$ cat config.mk
export PLATFORM = sky130hd
export DESIGN_NAME = vga_frame_reader
export DESIGN_NICKNAME = d
export VERILOG_FILES = /design/src/rtl/vga_frame_reader.sv
export SDC_FILE = /design/constraint.sdc
export NUM_CORES = 2
export LEC_CHECK = 0
export BUFFER_PORTS_ARGS = -buffer_cell sky130_fd_sc_hd__buf_2
export CORE_UTILIZATION = 45
export CTS_CLUSTER_SIZE = 30
export DETAILED_ROUTE_END_ITERATION = 12
export PLACE_DENSITY = 0.7
export SKIP_LAST_GASP = 1
export SLEW_MARGIN = 20
export SYNTH_ARGS = -nofsm -noshare
export SYNTH_HDL_FRONTEND = slang
export SYNTH_SLANG_ARGS = --single-unit
$ cat constraint.sdc
create_clock -name sys_clk -period 5.4 [get_ports sys_clk]
set_clock_uncertainty 0.15 [all_clocks]
set_input_delay 0.54 -clock sys_clk [delete_from_list [all_inputs] [get_ports sys_clk]]
set_output_delay 0.54 -clock sys_clk [all_outputs]
set_load 0.02 [all_outputs]
$ cat src/rtl/vga_frame_reader.sv
// Prefetches RGB565 frame pixels from burst memory into a FIFO and serves them to the
// VGA driver one cycle after each data_req. The read address restarts on every v_sync fall.
module vga_frame_reader #(
  parameter int H_PIXELS   = 1024,
  parameter int V_LINES    = 768,
  parameter int BASE_ADDR  = 0,
  parameter int ADDR_W     = 24,
  parameter int BURST_LEN  = 64,
  parameter int FIFO_DEPTH = 256
) (
  input  logic              sys_clk,
  input  logic              rst,
  input  logic              v_sync,
  input  logic              data_req,
  output logic [15:0]       data,
  output logic              mem_rd_req,
  output logic [ADDR_W-1:0] mem_rd_addr,
  input  logic              mem_rd_ack,
  input  logic              mem_rd_valid,
  input  logic [15:0]       mem_rd_data,
  output logic              underflow
);

  localparam int TOTAL   = H_PIXELS * V_LINES;
  localparam int PTR_W   = $clog2(FIFO_DEPTH);
  localparam int FILL_W  = PTR_W + 1;
  localparam int CNT_W   = (BURST_LEN > 1) ? $clog2(BURST_LEN) : 1;
  localparam int FETCH_W = $clog2(TOTAL + 1);

  localparam logic [FILL_W-1:0]  FILL_FULL    = FILL_W'(FIFO_DEPTH);
  localparam logic [FILL_W-1:0]  FILL_MAX_REQ = FILL_W'(FIFO_DEPTH - BURST_LEN);
  localparam logic [FETCH_W-1:0] FETCH_TOTAL  = FETCH_W'(TOTAL);
  localparam logic [FETCH_W-1:0] FETCH_STEP   = FETCH_W'(BURST_LEN);
  localparam logic [ADDR_W-1:0]  ADDR_BASE    = ADDR_W'(BASE_ADDR);
  localparam logic [ADDR_W-1:0]  ADDR_STEP    = ADDR_W'(BURST_LEN);
  localparam logic [CNT_W-1:0]   CNT_LAST     = CNT_W'(BURST_LEN - 1);

  typedef enum logic [1:0] {IDLE, REQ, DATA} state_t;

  state_t              state;
  logic                v_sync_d;
  logic                discard;
  logic [FETCH_W-1:0]  fetched;
  logic [CNT_W-1:0]    beat_cnt;
  logic [15:0]         fifo_mem [FIFO_DEPTH];
  logic [PTR_W-1:0]    wr_ptr;
  logic [PTR_W-1:0]    rd_ptr;
  logic [FILL_W-1:0]   fill;

  logic fs;
  logic pop;
  logic wen;
  logic space_ok;
  logic last_beat;

  // A frame start behaves like an empty FIFO for the reader and a discard for the writer.
  assign fs        = v_sync_d & ~v_sync;
  assign pop       = data_req & (fill != '0) & ~fs;
  assign wen       = mem_rd_valid & ~discard & ~fs & ((fill != FILL_FULL) | pop);
  assign space_ok  = (fill <= FILL_MAX_REQ);
  assign last_beat = mem_rd_valid & (beat_cnt == CNT_LAST);

  always_ff @(posedge sys_clk) begin
    if (wen) fifo_mem[wr_ptr] <= mem_rd_data;
  end

  always_ff @(posedge sys_clk or posedge rst) begin
    if (rst) begin
      v_sync_d  <= 1'b1;
      data      <= 16'h0000;
      underflow <= 1'b0;
      wr_ptr    <= '0;
      rd_ptr    <= '0;
      fill      <= '0;
    end else begin
      v_sync_d <= v_sync;
      if (data_req) begin
        data      <= pop ? fifo_mem[rd_ptr] : 16'h0000;
        underflow <= underflow | ~pop;
      end
      if (fs) begin
        wr_ptr <= '0;
        rd_ptr <= '0;
        fill   <= '0;
      end else begin
        if (wen) wr_ptr <= wr_ptr + PTR_W'(1);
        if (pop) rd_ptr <= rd_ptr + PTR_W'(1);
        case ({wen, pop})
          2'b10:   fill <= fill + FILL_W'(1);
          2'b01:   fill <= fill - FILL_W'(1);
          default: fill <= fill;
        endcase
      end
    end
  end

  always_ff @(posedge sys_clk or posedge rst) begin
    if (rst) begin
      state       <= IDLE;
      mem_rd_req  <= 1'b0;
      mem_rd_addr <= ADDR_BASE;
      fetched     <= '0;
      discard     <= 1'b0;
      beat_cnt    <= '0;
    end else begin
      case (state)
        IDLE: begin
          if (fs) begin
            mem_rd_addr <= ADDR_BASE;
            fetched     <= '0;
          end else if ((fetched < FETCH_TOTAL) && space_ok) begin
            state      <= REQ;
            mem_rd_req <= 1'b1;
          end
        end
        REQ: begin
          if (fs) discard <= 1'b1;
          if (mem_rd_ack) begin
            mem_rd_req <= 1'b0;
            state      <= DATA;
            beat_cnt   <= mem_rd_valid ? CNT_W'(1) : '0;
          end
        end
        DATA: begin
          if (last_beat) begin
            state    <= IDLE;
            beat_cnt <= '0;
            // A burst interrupted by a frame start rewinds the fetch pointer instead of advancing it.
            if (discard | fs) begin
              mem_rd_addr <= ADDR_BASE;
              fetched     <= '0;
              discard     <= 1'b0;
            end else begin
              mem_rd_addr <= mem_rd_addr + ADDR_STEP;
              fetched     <= fetched + FETCH_STEP;
            end
          end else begin
            if (mem_rd_valid) beat_cnt <= beat_cnt + CNT_W'(1);
            if (fs) discard <= 1'b1;
          end
        end
        default: state <= IDLE;
      endcase
    end
  end

endmodule

==> out/results.txt <==
Status - finished with violations
Failing checks - hold timing
RR Endpoint - data[11]$_DFFE_PP0P_
Startpoint Class - flip-flop
Hold path cells - 1
Worst flop-to-flop path startpoint - rd_ptr[0]$_DFFE_PP0P_
Slew @ Worst Pin - 1280 ps
Die Wd - 599 um
CTS buffer count - 406
Final Cycle Share - 90.2%
Sequential area share after synthesis - 77.9%
Largest net degree at the start of global routing - 190
Peak Freq - 205 MHz
Yosys warns - 0
Nets@finish - 7878
Post-Syn Instances - 7286
Distinct cells, synth - 65
Final hold viol count - 1
Gpl congestion - 0.902
Area occupied by multi-input gates - 33300 sq um
Max-cap violations - 0
TritonCTS clock tree - yes
Max clock buf depth - 4
Seq pwr share - 46.3%
Depth of the CTS H-tree - 5
Pwr/cell area - 429 nW/um^2
Initial Utilization - 45.4%
Syn Area/Cell - 22.0 sq um
Row Count - 218
Setup violators final - 0
Register area - 125000 sq um
Slew Limit Fails - 0
Root Buffer - clkbuf_16
Psw - 20.6 mW
Data required, critical path - 6070 ps
Via count - 80000
Worst slew margin - 14.7%
Initial drt markers - 12100
Crit path kind - reg2reg
Core ar. - 354000 sq um
CP endpoint kind - flip-flop
Clock Power Share - 35.7%
Ports - 64
Pwr Total - 78.4 mW
Reg2reg path depth - 10
Post-DRT Antenna Nets - 0
Hold Slack - -5.28 ps
Initial antenna violation count - 25
Post-synth top flop - edfxtp_1
CP Data Arrival Time - 5540 ps
WHS Endpoint - fifo_mem[43][13]$_DFFE_PP_
RSZ-0062 raised after global routing - no
Pre-antenna DRT Iters - 6
GRT Util Overall - 22.7%
Sw Share - 26.2%
Num Clock Sinks - 4181
CTS resizes - 0
Wire length per cell - 31.9 um
Highest-count cells in the layout ignoring fill and taps - edfxtp_1 (4096), mux4_2 (974), buf_4 (443)
GRT overflow - 0
Post-synth EDFFs - 4096
Layout cells sized above 1 - 26.6%
CTS clk-pin slew, worst paths - 60 ps
Post-Route WL - 412000 um
Commonest non-fill, non-tap cell in the layout - edfxtp_1
Synth Register Bits - 4181
Vias in the first global route - 78400
DP Cell Count - 12100
Fillers - 26700
Worst hold path type - in2reg
Ys async rst share - 2.03%
Die Ht - 599 um
Die footprint - 359000 sq um
Area Growth Syn to Fin - 13.7%
Final HPWL DP - 244000 um
Worst-Skew Late Latency - 970 ps
Worst VDD drop - 0.407 mV
Top post-synthesis cells by area - edfxtp_1 (77%), mux4_2 (14%), mux2i_1 (1.3%)
Non-filler cells in the finished layout - 12900
Worst R2R Setup Slack - 530 ps
Leak pwr - 56.7 nW
Synth area leader - edfxtp_1
Maximum fanout along the worst path - 23
Setup_tns - 0 ps
Cell area after synthesis - 161000 sq um
Combinational power share - 18.0%
Tmin final - 4870 ps
Top-area cell type share of the netlist area - 76.6%
Worst Hold Launch - mem_rd_data[13]
Post-route DRC - 0
First-pass GRT wire length - 584000 um
Port Buffer Count - 57
Via density - 6.19
Internal - 57.8 mW
[logic make-up after synthesis]
kind of cell | after synthesis | share of synthesized area [%]
AO/OA/AOI/OAI | 730 | 3.28
multiplexers | 1193 | 15.0
flip-flops | 4181 | 77.9
buffers and inverters | 442 | 1.48
AND/OR/NAND/NOR | 690 | 1.98
XOR/XNOR | 33 | 0.180
other | 1 | 0.00234
adder cells (fa/ha/maj) | 16 | 0.129
[worst max-delay path, stage by stage, from the launching register on]
cell and delay [ps]:
dfrtp_4 780, buf_12 330, buf_12 250, buf_12 270, buf_4 250, mux4_2 520
mux4_2 620, nor2b_1 220, nor4_1 890, buf_4 250, o41ai_1 80
[worst max-delay path by stage]
stage,startpoint,to,slack [ps]
CTS,rd_ptr[0]$_DFFE_PP0P_,data[11]$_DFFE_PP0P_,510
detailed placement,rd_ptr[0]$_DFFE_PP0P_,data[11]$_DFFE_PP0P_,520
global route,rd_ptr[0]$_DFFE_PP0P_,data[11]$_DFFE_PP0P_,370
floorplan,fill[0]$_DFFE_PP0P_,fill[8]$_DFFE_PP0P_,1480
finish,rd_ptr[0]$_DFFE_PP0P_,data[11]$_DFFE_PP0P_,530
global placement,rd_ptr[0]$_DFFE_PP0P_,data[13]$_DFFE_PP0P_,360
[sequential cells by signal (all words and copies together), names as in the netlist]
register and count:
fifo_mem 4096, mem_rd_addr 18, data 16, fetched 14
fill 9, rd_ptr 8, wr_ptr 8, beat_cnt 6
state 2, discard 1, mem_rd_req 1, underflow 1
v_sync_d 1
[layer usage]
layer | global-route usage [%] | vias to the layer above | wire, um
li1 | - | 31900 | -
met1 | 32.1 | 42300 | 156000
met2 | 34.8 | 4930 | 191000
met3 | 5.20 | 781 | 48900
met4 | 8.25 | 4 | 16800
met5 | 0 | - | 29
[power by group through the flow]
| stage | clock network (mW) | logic (mW) | registers (mW) |
|---|---|---|---|
| finish | 28.0 | 14.1 | 36.3 |
| global route | 29.4 | 14.8 | 36.3 |
| CTS | 28.3 | 14.1 | 36.2 |
| detailed placement | 0 | 14.1 | 36.9 |
| global placement | 0 | 13.9 | 36.9 |
| floorplan | 0 | 9.27 | 36.7 |
[Yosys cell counts (all sizes together) (15+ instances only)]
| cell type | n |
|---|---|
| a21boi | 15 |
| a21oi | 77 |
| a221oi | 54 |
| a22o | 103 |
| a22oi | 230 |
| a311oi | 17 |
| a31oi | 33 |
| and3 | 19 |
| buf | 262 |
| clkbuf | 167 |
| dfrtp | 84 |
| edfxtp | 4096 |
| ha | 15 |
| mux2i | 213 |
| mux4 | 974 |
| nand2 | 138 |
| nand2b | 26 |
| nand3 | 63 |
| nor2 | 325 |
| nor2b | 33 |
| nor4 | 43 |
| o211ai | 17 |
| o21ai | 84 |
| o22ai | 62 |
| xor2 | 23 |
[final cells by class]
type                       instances  share of cell area, %
multi-input combinational       2668                   18.2
timing repair buffer             570                   2.73
antenna                            6                0.00823
clock buffer                     523                   5.96
clock inverter                   223                   1.23
inverter                          13                 0.0281
sequential                      4181                   68.6
tap                             4730                   3.24
[through the flow]
stage / setup WS, ps / instance area, sq um / util (%) / hold slack [ps]
2_1_floorplan: 1480 / 161000 / - / 300
3_3_place_gp: 359 / 169000 / 47.7 / 285
3_5_place_dp: 520 / 169000 / 47.8 / 309
4_1_cts: 506 / 182000 / 51.6 / 3.88
5_1_grt: 366 / 182000 / 51.6 / 13.2
6_report: 529 / 183000 / 51.6 / -5.28
[what timing repair did]
| item | CTS | global route |
|---|---|---|
| endpoints found under the hold margin | 398 | 0 |
| setup buffers | 0 | 0 |
| hold buffers | 14 | 0 |
Note: power is estimated with default switching activity, not from simulation.
